`src/rtl/shift_ser_pkg.sv`:
```
// Shared types and helpers for the shift-register serial transmitter.
// Holds the FSM state encoding, the serial-order constants and the counter-width helper.
package shift_ser_pkg;

    typedef enum logic [1:0] {
        IDLE  = 2'd0,
        SHIFT = 2'd1,
        PAR   = 2'd2
    } tx_state_e;

    localparam logic DIR_LSB_FIRST = 1'b0;
    localparam logic DIR_MSB_FIRST = 1'b1;

    // Bits needed to hold values 0 .. value-1.
    function automatic int clog2(input int value);
        int r;
        r = 0;
        for (int i = 0; i < 31; i++) begin
            if ((1 << i) < value) begin
                r = i + 1;
            end
        end
        return r;
    endfunction

endpackage

```
`src/rtl/shift_ser_tx.sv`:
```
// Parallel-to-serial transmitter: valid/ready word load, LSB- or MSB-first serial output.
// Optional even-parity trailer bit when SHIFT_SER_TX_PARITY_EN is defined.
module shift_ser_tx
    import shift_ser_pkg::*;
#(
    parameter int WIDTH = 4
) (
    input  logic             clk,
    input  logic             reset,
    input  logic [WIDTH-1:0] p,
    input  logic             dir,
    input  logic             load_valid,
    output logic             load_ready,
    input  logic             hold,
    output logic             sout,
    output logic             sout_valid,
    output logic             first,
    output logic             done
);

    // Handshake: a word transfers on a rising edge where load_valid && load_ready;
    // load_ready never depends on load_valid, and p/dir must stay stable until taken.

    localparam int               CW_RAW   = clog2(WIDTH);
    localparam int               CW       = (CW_RAW < 1) ? 1 : CW_RAW;
    localparam logic [CW-1:0]    CNT_LAST = CW'(WIDTH - 1);

    localparam logic [1:0] ST_IDLE  = 2'(IDLE);
    localparam logic [1:0] ST_SHIFT = 2'(SHIFT);
`ifdef SHIFT_SER_TX_PARITY_EN
    localparam logic [1:0] ST_PAR   = 2'(PAR);
`endif

    logic [1:0]       state_q, state_d;
    logic [WIDTH-1:0] sreg_q, sreg_d;
    logic [CW-1:0]    cnt_q, cnt_d;
    logic             dir_q, dir_d;
`ifdef SHIFT_SER_TX_PARITY_EN
    logic             parity_q, parity_d;
`endif

    logic busy;
    logic last_bit;
    logic load_acc;

    always_comb begin
        busy = (state_q == ST_SHIFT);
`ifdef SHIFT_SER_TX_PARITY_EN
        busy     = busy || (state_q == ST_PAR);
        last_bit = (state_q == ST_PAR);
`else
        last_bit = (state_q == ST_SHIFT) && (cnt_q == '0);
`endif
        load_ready = (state_q == ST_IDLE) || (last_bit && !hold);
        load_acc   = load_valid && load_ready;
        sout_valid = busy && !hold;
        first      = (state_q == ST_SHIFT) && (cnt_q == CNT_LAST) && !hold;
        done       = last_bit && !hold;
    end

    // sout follows the register directly, so a held cycle keeps showing the current bit.
    always_comb begin
        sout = 1'b0;
        if (state_q == ST_SHIFT) begin
            sout = (dir_q == DIR_MSB_FIRST) ? sreg_q[WIDTH-1] : sreg_q[0];
        end
`ifdef SHIFT_SER_TX_PARITY_EN
        else if (state_q == ST_PAR) begin
            sout = parity_q;
        end
`endif
    end

    always_comb begin
        state_d  = state_q;
        sreg_d   = sreg_q;
        cnt_d    = cnt_q;
        dir_d    = dir_q;
`ifdef SHIFT_SER_TX_PARITY_EN
        parity_d = parity_q;
`endif

        if ((state_q == ST_SHIFT) && !hold) begin
            if (dir_q == DIR_MSB_FIRST) begin
                sreg_d = {sreg_q[WIDTH-2:0], 1'b0};
            end else begin
                sreg_d = {1'b0, sreg_q[WIDTH-1:1]};
            end
            if (cnt_q == '0) begin
`ifdef SHIFT_SER_TX_PARITY_EN
                state_d = ST_PAR;
`else
                state_d = ST_IDLE;
`endif
            end else begin
                cnt_d = cnt_q - 1'b1;
            end
        end

`ifdef SHIFT_SER_TX_PARITY_EN
        if ((state_q == ST_PAR) && !hold) begin
            state_d = ST_IDLE;
        end
`endif

        // A load on the final-bit edge overrides the return to IDLE: no gap between words.
        if (load_acc) begin
            state_d  = ST_SHIFT;
            sreg_d   = p;
            dir_d    = dir;
            cnt_d    = CNT_LAST;
`ifdef SHIFT_SER_TX_PARITY_EN
            parity_d = ^p;
`endif
        end
    end

    always_ff @(posedge clk or posedge reset) begin
        if (reset) begin
            state_q  <= ST_IDLE;
            sreg_q   <= '0;
            cnt_q    <= '0;
            dir_q    <= DIR_LSB_FIRST;
`ifdef SHIFT_SER_TX_PARITY_EN
            parity_q <= 1'b0;
`endif
        end else begin
            state_q  <= state_d;
            sreg_q   <= sreg_d;
            cnt_q    <= cnt_d;
            dir_q    <= dir_d;
`ifdef SHIFT_SER_TX_PARITY_EN
            parity_q <= parity_d;
`endif
        end
    end

endmodule

```
`config.mk`:
```
export PLATFORM = sky130hd
export DESIGN_NAME = shift_ser_tx
export DESIGN_NICKNAME = d
export VERILOG_FILES = /design/src/rtl/shift_ser_pkg.sv /design/src/rtl/shift_ser_tx.sv
export SDC_FILE = /design/constraint.sdc
export NUM_CORES = 1
export LEC_CHECK = 0
export ABC_AREA = 1
export CAP_MARGIN = 0
export CORE_AREA = 2 2 39 41
export CTS_CLUSTER_SIZE = 40
export DETAILED_ROUTE_END_ITERATION = 10
export DIE_AREA = 0 0 41 43
export GPL_TIMING_DRIVEN = 0
export PLACE_DENSITY = 0.75
export SYNTH_ARGS = -nofsm -noshare
export SYNTH_HDL_FRONTEND = slang
export SYNTH_SLANG_ARGS = --single-unit
```
`constraint.sdc`:
```
create_clock -name clk -period 2 [get_ports clk]
set_input_delay 0.2 -clock clk [delete_from_list [all_inputs] [get_ports clk]]
set_output_delay 0.2 -clock clk [all_outputs]
set_load 0.1 [all_outputs]
```
==> results of run 1 <==
-- timing repair --
action | CTS | global route
pin swaps | 0 | 0
gates resized for setup | 15 | 2
cloned | 0 | 0
endpoints found under the setup margin | 5 | 1
-- how the worst max path moves through the flow --
stage	cells after the start	slack, ps	end	startpoint
CTS	4	20	first	cnt_q[1]
detailed placement	5	-320	sout_valid	hold
global route	5	20	load_ready	cnt_q[0]
floorplan	3	20	first	cnt_q[1]
global placement	5	-300	done	hold
finish	5	100	load_ready	cnt_q[0]
-- routing by layer --
| layer | up-vias | track usage (%) |
|---|---|---|
| met2 | 15 | 21.3 |
| li1 | 253 | - |
| met1 | 201 | 19.6 |
| met3 | 5 | 1.57 |
| met4 | 0 | 12.0 |
| met5 | - | 0 |
-- Yosys cell counts --
library cell	number
nand2_1	24
inv_1	15
dfrtp_1	8
nand3_1	8
a21oi_1	3
nor2_1	3
o21ai_0	3
ha_1	2
o21ai_2	2
inv_2	1
nor3_1	1
o21ai_4	1
-- worst max-delay path, cell delays in order (launching register included) --
cell	delay, ps
dfrtp_1	380
inv_1	90
ha_1	160
inv_1	110
o21ai_4	220
buf_2	470
-- cell type report --
cell class                 count  area [sq um]
inverter                      16          60.1
clock buffer                   3          22.5
tap                           16          20.0
sequential                     8           200
timing repair buffer          13           124
multi-input combinational     47           241
fill                         152           716
-- per-stage QoR --
step | worst slack, ps | utilization, % | instance area [sq um]
3_3_place_gp | -304 | 47.1 | 652
6_report | 104 | 48.3 | 668
5_1_grt | 21.7 | 48.3 | 668
3_5_place_dp | -323 | 47.1 | 652
2_1_floorplan | 17.9 | - | 502
4_1_cts | 21.6 | 48.6 | 672
-- cells by family after synthesis --
logic type | share of synthesized area (%)
buffers and inverters | 12.1
AO/OA/AOI/OAI | 12.9
AND/OR/NAND/NOR | 29.5
adder cells (fa/ha/maj) | 5.05
flip-flops | 40.4
-- registers in the layout, indices dropped and copies added (netlist names) --
| name | flops |
|---|---|
| dir_q | 1 |
| state_q | 1 |
| sreg_q | 4 |
| cnt_q | 2 |
-- power by group through the flow --
stage | logic [uW] | clock network (uW) | registers, uW
after global routing | 733 | 141 | 308
final | 670 | 129 | 298
after CTS | 676 | 130 | 297
after detailed placement | 693 | 0 | 298
after global placement | 681 | 0 | 296
after floorplan | 558 | 0 | 283
==> impl_metrics.json, run 1 <==
{
  "syn_nets": 82,
  "worstPathArrival_ps": 1700,
  "fmax_ghz": 0.527,
  "ant_nets": 0,
  "drtPass1Iterations": 4,
  "p_comb_share_pct": 61.1,
  "dp.final_hpwl_um": 818,
  "mostFrequentLayoutCell": "nand2_1",
  "sequentialPowerShare_pct": 27.2,
  "routed_wl_um": 1030,
  "p_sw_uw": 617,
  "critical_path_peak_fanout": 7,
  "post-route-period-util_pct": 94.8,
  "yosysSeqAreaShare_pct": 40.4,
  "p_int_uw": 481,
  "io_pins": 14,
  "clock_path_buffers": 2,
  "topRoutingLayerUsed": "met4",
  "grt_pass1_vias": 411,
  "die_height_um": 43,
  "dr_wl_met3_um": 42,
  "yosys.area.top_type": "dfrtp_1",
  "total_power_uw": 1100,
  "cts.clk_slew.worst_paths_ps": 60,
  "core_area_sq_um": 1380,
  "power-per-cell-area_nw_per_um2": 1640,
  "cp-end-kind": "output port",
  "grt_max_degree": 9,
  "route.layer.met1.wl_um": 450,
  "viasPerCell": 4.60,
  "instances_no_fill": 103,
  "dp_cells": 100,
  "vdd_drop_max_mv": 0.572,
  "max_slew_margin_pct": 63.1,
  "drcViolationCount": 0,
  "drv_slew": 0,
  "crit_path_start_kind": "flop",
  "status": "complete, no violations",
  "root_buffer": "clkbuf_4",
  "dr_wl_met2_um": 490,
  "io_buffers": 13,
  "setup_viol": 0,
  "ys_warn_count": 0,
  "row_count": 14,
  "crit_type": "flop to output port",
  "die_w_um": 41,
  "grt_overflow": 0,
  "r2r_cells": 8,
  "tightest_slew_ps": 556,
  "first_iter_violations": 15,
  "cts-buffers-inserted": 3,
  "grt_pass1_wl_um": 1750,
  "r2r_start": "cnt_q[0]",
  "hold_viol_final": 0,
  "cts_tree": "done",
  "hold_ws_ps": 205,
  "area_delta_synth_final_pct": 34.8,
  "clk_latency_ps": 260,
  "antenna_found_initial": 0,
  "syn_area_sq_um": 495,
  "htree_levels": 1,
  "rsz0062_at_grt": "no",
  "synthCells": 71,
  "start_util_pct": 35.8,
  "switching_share_pct": 56.2,
  "synth.distinct_cells": 12,
  "power_frac_clock_pct": 11.8,
  "routedWlPerCell_um": 10.0,
  "min_period_ps": 1900,
  "drv_cap": 0,
  "clock_sink_count": 8,
  "most-common-layout-cells": "nand2_1 (24), inv_1 (15), nand3_1 (8), dfrtp_1 (8), clkdlybuf4s50_1 (8)",
  "grtUsageTotal_pct": 15.0,
  "netlist.area_leader.share_pct": 40.4,
  "dieArea_sq_um": 1760,
  "drive_above_1_share_pct": 16.1,
  "num_antenna_cells": 0,
  "finClkSkew_ps": 3.70,
  "p_leak_uw": 0.000368,
  "post-cts-setup-buffers": 0,
  "rrSetupSlack_ps": 530,
  "ys_seq_elements": 8,
  "cts_hold_buf": 0,
  "fin_setup_tns_ps": 0,
  "final_nets": 100,
  "synth.avg_cell_area_sq_um": 6.98,
  "rr_endpoint": "sreg_q[2]",
  "hp-class": "primary input to async pin",
  "vias": 474,
  "critPathRequiredTime_ps": 1800,
  "place.gp.congestion": 0.734,
  "synthTopCellsByArea": "dfrtp_1 (40%), nand2_1 (18%), inv_1 (11%)"
}
Power figures use the tool's default switching activity.
==> run 2: changes to the inputs <==
--- a/config.mk
+++ b/config.mk
@@ -5,14 +5,13 @@
 export SDC_FILE = /design/constraint.sdc
 export NUM_CORES = 1
 export LEC_CHECK = 0
-export ABC_AREA = 1
 export CAP_MARGIN = 0
 export CORE_AREA = 2 2 39 41
 export CTS_CLUSTER_SIZE = 40
 export DETAILED_ROUTE_END_ITERATION = 10
 export DIE_AREA = 0 0 41 43
 export GPL_TIMING_DRIVEN = 0
-export PLACE_DENSITY = 0.75
+export PLACE_DENSITY = 0.76
 export SYNTH_ARGS = -nofsm -noshare
 export SYNTH_HDL_FRONTEND = slang
 export SYNTH_SLANG_ARGS = --single-unit
==> impl_metrics.json, run 2 <==
{
  "drive_above_1_share_pct": 20.6,
  "yosys.cell_count.top_type": "dfrtp_1",
  "worstPathArrival_ps": 1730,
  "htree_levels": 1,
  "die_w_um": 41,
  "cts_hold_buf": 0,
  "io_buffers": 13,
  "drcViolationCount": 0,
  "synthArstFlopShare_pct": 100,
  "min_period_ps": 1930,
  "hold_viol_final": 0,
  "grt_max_degree": 10,
  "routed_wl_um": 1130,
  "switching_share_pct": 50.6,
  "final_nets": 81,
  "core_area_sq_um": 1380,
  "synthCells": 52,
  "ys_seq_elements": 8,
  "vdd_drop_max_mv": 0.777,
  "cts-buffers-inserted": 3,
  "slowest_stage": "dfrtp_1",
  "place.gp.congestion": 0.745,
  "syn_nets": 63,
  "cts_tree": "done",
  "fmax_ghz": 0.519,
  "drv_slew": 0,
  "clock_sink_count": 8,
  "max_slew_margin_pct": 64.2,
  "post-route-period-util_pct": 96.3,
  "multiInputGateArea_sq_um": 297,
  "start_util_pct": 37.3,
  "clk_latency_ps": 260,
  "first_iter_violations": 11,
  "critPathRequiredTime_ps": 1800,
  "row_count": 14,
  "power_frac_clock_pct": 12.4,
  "cp_cell_sequence": "inv_1, ha_1, nor2b_2, or2b_1, buf_4",
  "syn_area_sq_um": 515,
  "hp-class": "primary input to async pin",
  "synth.distinct_cells": 24,
  "synth_common_cells": "dfrtp_1 (8), nand2b_1 (6), inv_1 (3), nor2_1 (3)",
  "regArea_sq_um": 200,
  "grt_pass1_vias": 412,
  "stdcell_area_sq_um": 682,
  "cp_num_buf_inv": 2,
  "drv_cap": 0,
  "rrSetupSlack_ps": 350,
  "dieArea_sq_um": 1760,
  "root_buffer": "clkbuf_4",
  "vias": 456,
  "grtUsageTotal_pct": 15.1,
  "worst_path_largest_cell_delay_ps": 420,
  "yosysSeqAreaShare_pct": 38.8,
  "p_sw_uw": 522,
  "reg_top3": "sreg_q (4), cnt_q (2)",
  "synthTopCellsByArea": "dfrtp_1 (39%), nand2b_1 (7.3%), ha_1 (4.9%)",
  "synth_enable_flop_cells": 0,
  "die_height_um": 43,
  "sequentialPowerShare_pct": 28.1,
  "regMostFlops": "sreg_q",
  "drtPass1Iterations": 4,
  "status": "complete, no violations",
  "netlist.area_leader.share_pct": 38.8,
  "synth.avg_cell_area_sq_um": 9.91,
  "cp_top_family": "simple AND/OR/NAND/NOR gates",
  "cp-end-kind": "output port",
  "io_pins": 14,
  "placed_area_sq_um": 668,
  "tightest_slew_ps": 539,
  "ys_warn_count": 0,
  "yosys.area.top_type": "dfrtp_1",
  "num_antenna_cells": 0,
  "cts.clk_slew.worst_paths_ps": 50,
  "r2r_cells": 5,
  "p_int_uw": 509,
  "dp.final_hpwl_um": 769,
  "most-common-layout-cells": "dfrtp_1 (8), clkdlybuf4s50_1 (8), nand2b_1 (6)",
  "grt_pass1_wl_um": 1780,
  "p_comb_share_pct": 59.5,
  "path_depth": 5,
  "viasPerCell": 5.43,
  "finClkSkew_ps": 2.50,
  "power-per-cell-area_nw_per_um2": 1510,
  "crit_type": "flop to output port",
  "routedWlPerCell_um": 13.4,
  "clock_path_buffers": 2,
  "ys.flop_type": "dfrtp_1",
  "ant_nets": 0,
  "fillers": 141,
  "area_delta_synth_final_pct": 32.3,
  "rsz0062_at_grt": "no",
  "crit_path_start_kind": "flop",
  "largest_register_ffs": 4,
  "total_power_uw": 1030,
  "grt_overflow": 0,
  "p_leak_uw": 0.000307,
  "critical_path_peak_fanout": 6,
  "setup_viol": 0,
  "antenna_found_initial": 0
}
-- run 2: changes by cell type after synthesis, sizes merged, moves of 3 or more --
cell    delta
nand2     -22
nand2b     +6
o21ai      -6
a21oi      -3
inv       -11
nand3      -6
-- run 2: cell families (layout without fill, tap and decap cells) --
| family | Yosys count | after routing | share of synthesized area, % |
|---|---|---|---|
| buf+inv | 6 | 22 | 4.61 |
| compound gates | 15 | 15 | 26.5 |
| mux | 3 | 3 | 6.07 |
| simple gates | 18 | 18 | 19.2 |
| flops | 8 | 8 | 38.8 |
| fa+ha+maj | 2 | 2 | 4.85 |
-- run 2: cell type report --
type                            count  area share [%]
Multi-Input combinational cell     38            43.5
Sequential cell                     8            29.4
Timing Repair Buffer               13            17.4
Clock buffer                        3            3.30
Tap cell                           16            2.94
Inverter                            5            2.75
Buffer                              1           0.734
-- run 2: stage by stage --
stage	hold WS, ps	util [%]	setup WS, ps	TNS (ps)	std cells
after floorplan	15.7	-	59.3	0	52
after global placement	469	48.3	-530	-2010	81
after detailed placement	488	48.3	-537	-2050	81
after CTS	208	50.1	23.0	0	84
after global routing	237	49.3	7.27	0	84
final	194	49.3	73.1	0	84
-- run 2: per-layer routing --
metal | global-route usage, % | wire length (um) | vias to the layer above
met5 | 0 | 0 | -
met4 | 10.0 | 36 | 0
met3 | 3.14 | 62 | 5
met2 | 20.3 | 475 | 15
met1 | 20.9 | 553 | 210
li1 | - | - | 226
-- run 2: worst register-to-register path, delay by kind of cell, from the launching register on --
family,cells,cell delay (ps)
AND/OR/NAND/NOR,1,270
buffers and inverters,1,80
flip-flops,1,420
adder cells (fa/ha/maj),1,250
multiplexers,1,320
AO/OA/AOI/OAI,1,190
-- run 2: path summary, 6_finish.rpt --
kind | start | endpoint
max | cnt_q[0] | load_ready
max in group asynchronous | reset | state_q[0]
min reg2reg | sreg_q[0] | sreg_q[0]
max reg2reg | cnt_q[0] | dir_q
min in group clk | sreg_q[0] | sreg_q[0]
min | reset | sreg_q[0]
-- run 2: what timing repair did --
action	in CTS	in global routing
resized for setup	18	6
buffers inserted	0	0
gates cloned	0	0
setup endpoints to repair	5	3
-- run 2: power groups by stage --
stage	Clock (uW)	Sequential (uW)	Combinational, uW
floorplan	0	275	505
global placement	0	289	617
detailed placement	0	292	626
CTS	133	289	621
global route	138	300	659
finish	128	290	614
==> run 3: changes to the inputs <==
--- a/config.mk
+++ b/config.mk
@@ -12,6 +12,7 @@
 export DIE_AREA = 0 0 41 43
 export GPL_TIMING_DRIVEN = 0
 export PLACE_DENSITY = 0.76
+export REMOVE_ABC_BUFFERS = 1
 export SYNTH_ARGS = -nofsm -noshare
 export SYNTH_HDL_FRONTEND = slang
 export SYNTH_SLANG_ARGS = --single-unit
==> impl_metrics.json, run 3 (synthesized netlist as in run 2, its figures left out) <==
{
  "cts-buffers-inserted": 3,
  "vias": 458,
  "most-common-layout-cells": "dfrtp_1 (8), clkdlybuf4s50_1 (8), nand2b_1 (6)",
  "cp-end-kind": "output port",
  "status": "complete, no violations",
  "power-per-cell-area_nw_per_um2": 1520,
  "placed_area_sq_um": 661,
  "io_buffers": 13,
  "tightest_slew_ps": 541,
  "post-route-period-util_pct": 94.4,
  "cts_tree": "done",
  "crit_type": "flop to output port",
  "drcViolationCount": 0,
  "rrSetupSlack_ps": 380,
  "rsz0062_at_grt": "no",
  "die_w_um": 41,
  "clock_sink_count": 8,
  "grtUsageTotal_pct": 14.2,
  "fmax_ghz": 0.530,
  "routed_wl_um": 1150,
  "use_met1_pct": 19.9,
  "p_comb_share_pct": 56.4,
  "root_buffer": "clkbuf_4",
  "grt_max_degree": 10,
  "post-cts-setup-buffers": 0,
  "die_height_um": 43,
  "p_leak_uw": 0.000303,
  "regMostFlops": "sreg_q",
  "critical_path_peak_fanout": 6,
  "io_pins": 14,
  "switching_share_pct": 51.5,
  "core_area_sq_um": 1380,
  "power_frac_clock_pct": 13.0,
  "critPathRequiredTime_ps": 1800,
  "drv_cap": 0,
  "routedWlPerCell_um": 13.9,
  "max_slew_margin_pct": 64.1,
  "dp.final_hpwl_um": 802,
  "area_delta_synth_final_pct": 29.9,
  "stdcell_area_sq_um": 669,
  "setup_viol": 0,
  "p_sw_uw": 523,
  "use_met3_pct": 3.66,
  "first_iter_violations": 11,
  "cts_hold_buf": 0,
  "clock_path_buffers": 2,
  "drv_slew": 0,
  "r2r_cells": 5,
  "htree_levels": 1,
  "grt_overflow": 0,
  "cp_cell_sequence": "inv_1, ha_1, nor2b_2, or2b_1, buf_4",
  "sequentialPowerShare_pct": 30.6,
  "hp-class": "primary input to async pin",
  "antenna_found_initial": 0,
  "final_nets": 80,
  "r2r_start": "cnt_q[0]",
  "drtPass1Iterations": 4,
  "cp_num_buf_inv": 2,
  "finClkSkew_ps": 5.38,
  "worstPathArrival_ps": 1690,
  "grt_pass1_vias": 390,
  "num_antenna_cells": 0,
  "viasPerCell": 5.52,
  "start_util_pct": 37.3,
  "grt-busiest-layer": "met2",
  "dp_cells": 80,
  "instances_no_fill": 83,
  "crit_path_start_kind": "flop",
  "slowest_stage": "dfrtp_1",
  "worst_path_largest_cell_delay_ps": 420,
  "min_period_ps": 1890,
  "hold_viol_final": 0,
  "vdd_drop_max_mv": 0.727,
  "cp_top_family": "flip-flops",
  "reg_top3": "sreg_q (4), cnt_q (2)",
  "clk_latency_ps": 260,
  "largest_register_ffs": 4,
  "cts.clk_slew.worst_paths_ps": 60,
  "ant_nets": 0,
  "dieArea_sq_um": 1760,
  "rr_endpoint": "sreg_q[0]",
  "row_count": 14,
  "p_int_uw": 493,
  "pre_cts_ws_ps": -540,
  "drive_above_1_share_pct": 17.9,
  "place.gp.congestion": 0.728,
  "use_met2_pct": 20.0,
  "layout_setup_ws_ps": 111,
  "grt_pass1_wl_um": 1670
}
-- run 3: cell count changes in the layout (fill, tap and decap cells not counted) --
cell / previous run / this run
buf_2: 3 / 2
clkdlybuf4s18_2: 1 / 0
nor2_1: 2 / 3
nor2_2: 1 / 0
clkbuf_2: 0 / 1
-- run 3: worst reg2reg max path, cell delays in order (launching register included) --
cell and delay (ps):
dfrtp_1 400, inv_1 60, ha_1 260, nor2b_2 200, o21a_4 230, a221o_1 350
-- run 3: area by class of cell --
class                   count  area (sq um)
clock buffers               3          22.5
fillers                   150           714
inverters                   5          18.8
multi-input cells          38           294
flip-flops and latches      8           200
well taps                  16          20.0
repair buffers             13           114
-- run 3: power groups by stage --
| stage | clock network [uW] | registers [uW] | logic [uW] |
|---|---|---|---|
| 3_3_place_gp | 0 | 307 | 584 |
| 4_1_cts | 129 | 308 | 589 |
| 2_1_floorplan | 0 | 290 | 477 |
| 6_report | 132 | 310 | 573 |
| 3_5_place_dp | 0 | 311 | 598 |
| 5_1_grt | 141 | 322 | 618 |
-- run 3: timing repair --
item                       4_1_cts  5_1_grt
setup endpoints to repair        5        4
gates resized for setup         17        6
pin swaps                        0        0
-- run 3: worst max path at each step --
stage | end | slack [ps] | depth (start not counted) | startpoint
finish | load_ready | 110 | 5 | cnt_q[0]
global route | load_ready | 6 | 5 | cnt_q[0]
CTS | sout | 20 | 3 | dir_q
detailed placement | done | -540 | 5 | hold
global placement | done | -540 | 5 | hold
floorplan | sout | -10 | 2 | dir_q
-- run 3: stage by stage --
stage                     utilization (%)  total power [uW]  hold slack, ps  setup TNS (ps)
after CTS                            49.5              1030             227               0
after global placement               47.7               892             473           -2000
after detailed placement             47.7               909             498           -2020
final                                48.4              1020             196               0
after floorplan                         -               768            15.7           -11.6
after global routing                 48.4              1080             248               0
-- run 3: per-layer routing --
| layer | vias up | routed length, um | part of all wire [%] |
|---|---|---|---|
| met2 | 20 | 485 | 42 |
| met5 | - | 0 | 0 |
| li1 | 227 | - | - |
| met1 | 208 | 566 | 49 |
| met3 | 3 | 80 | 7.0 |
| met4 | 0 | 17 | 1.5 |
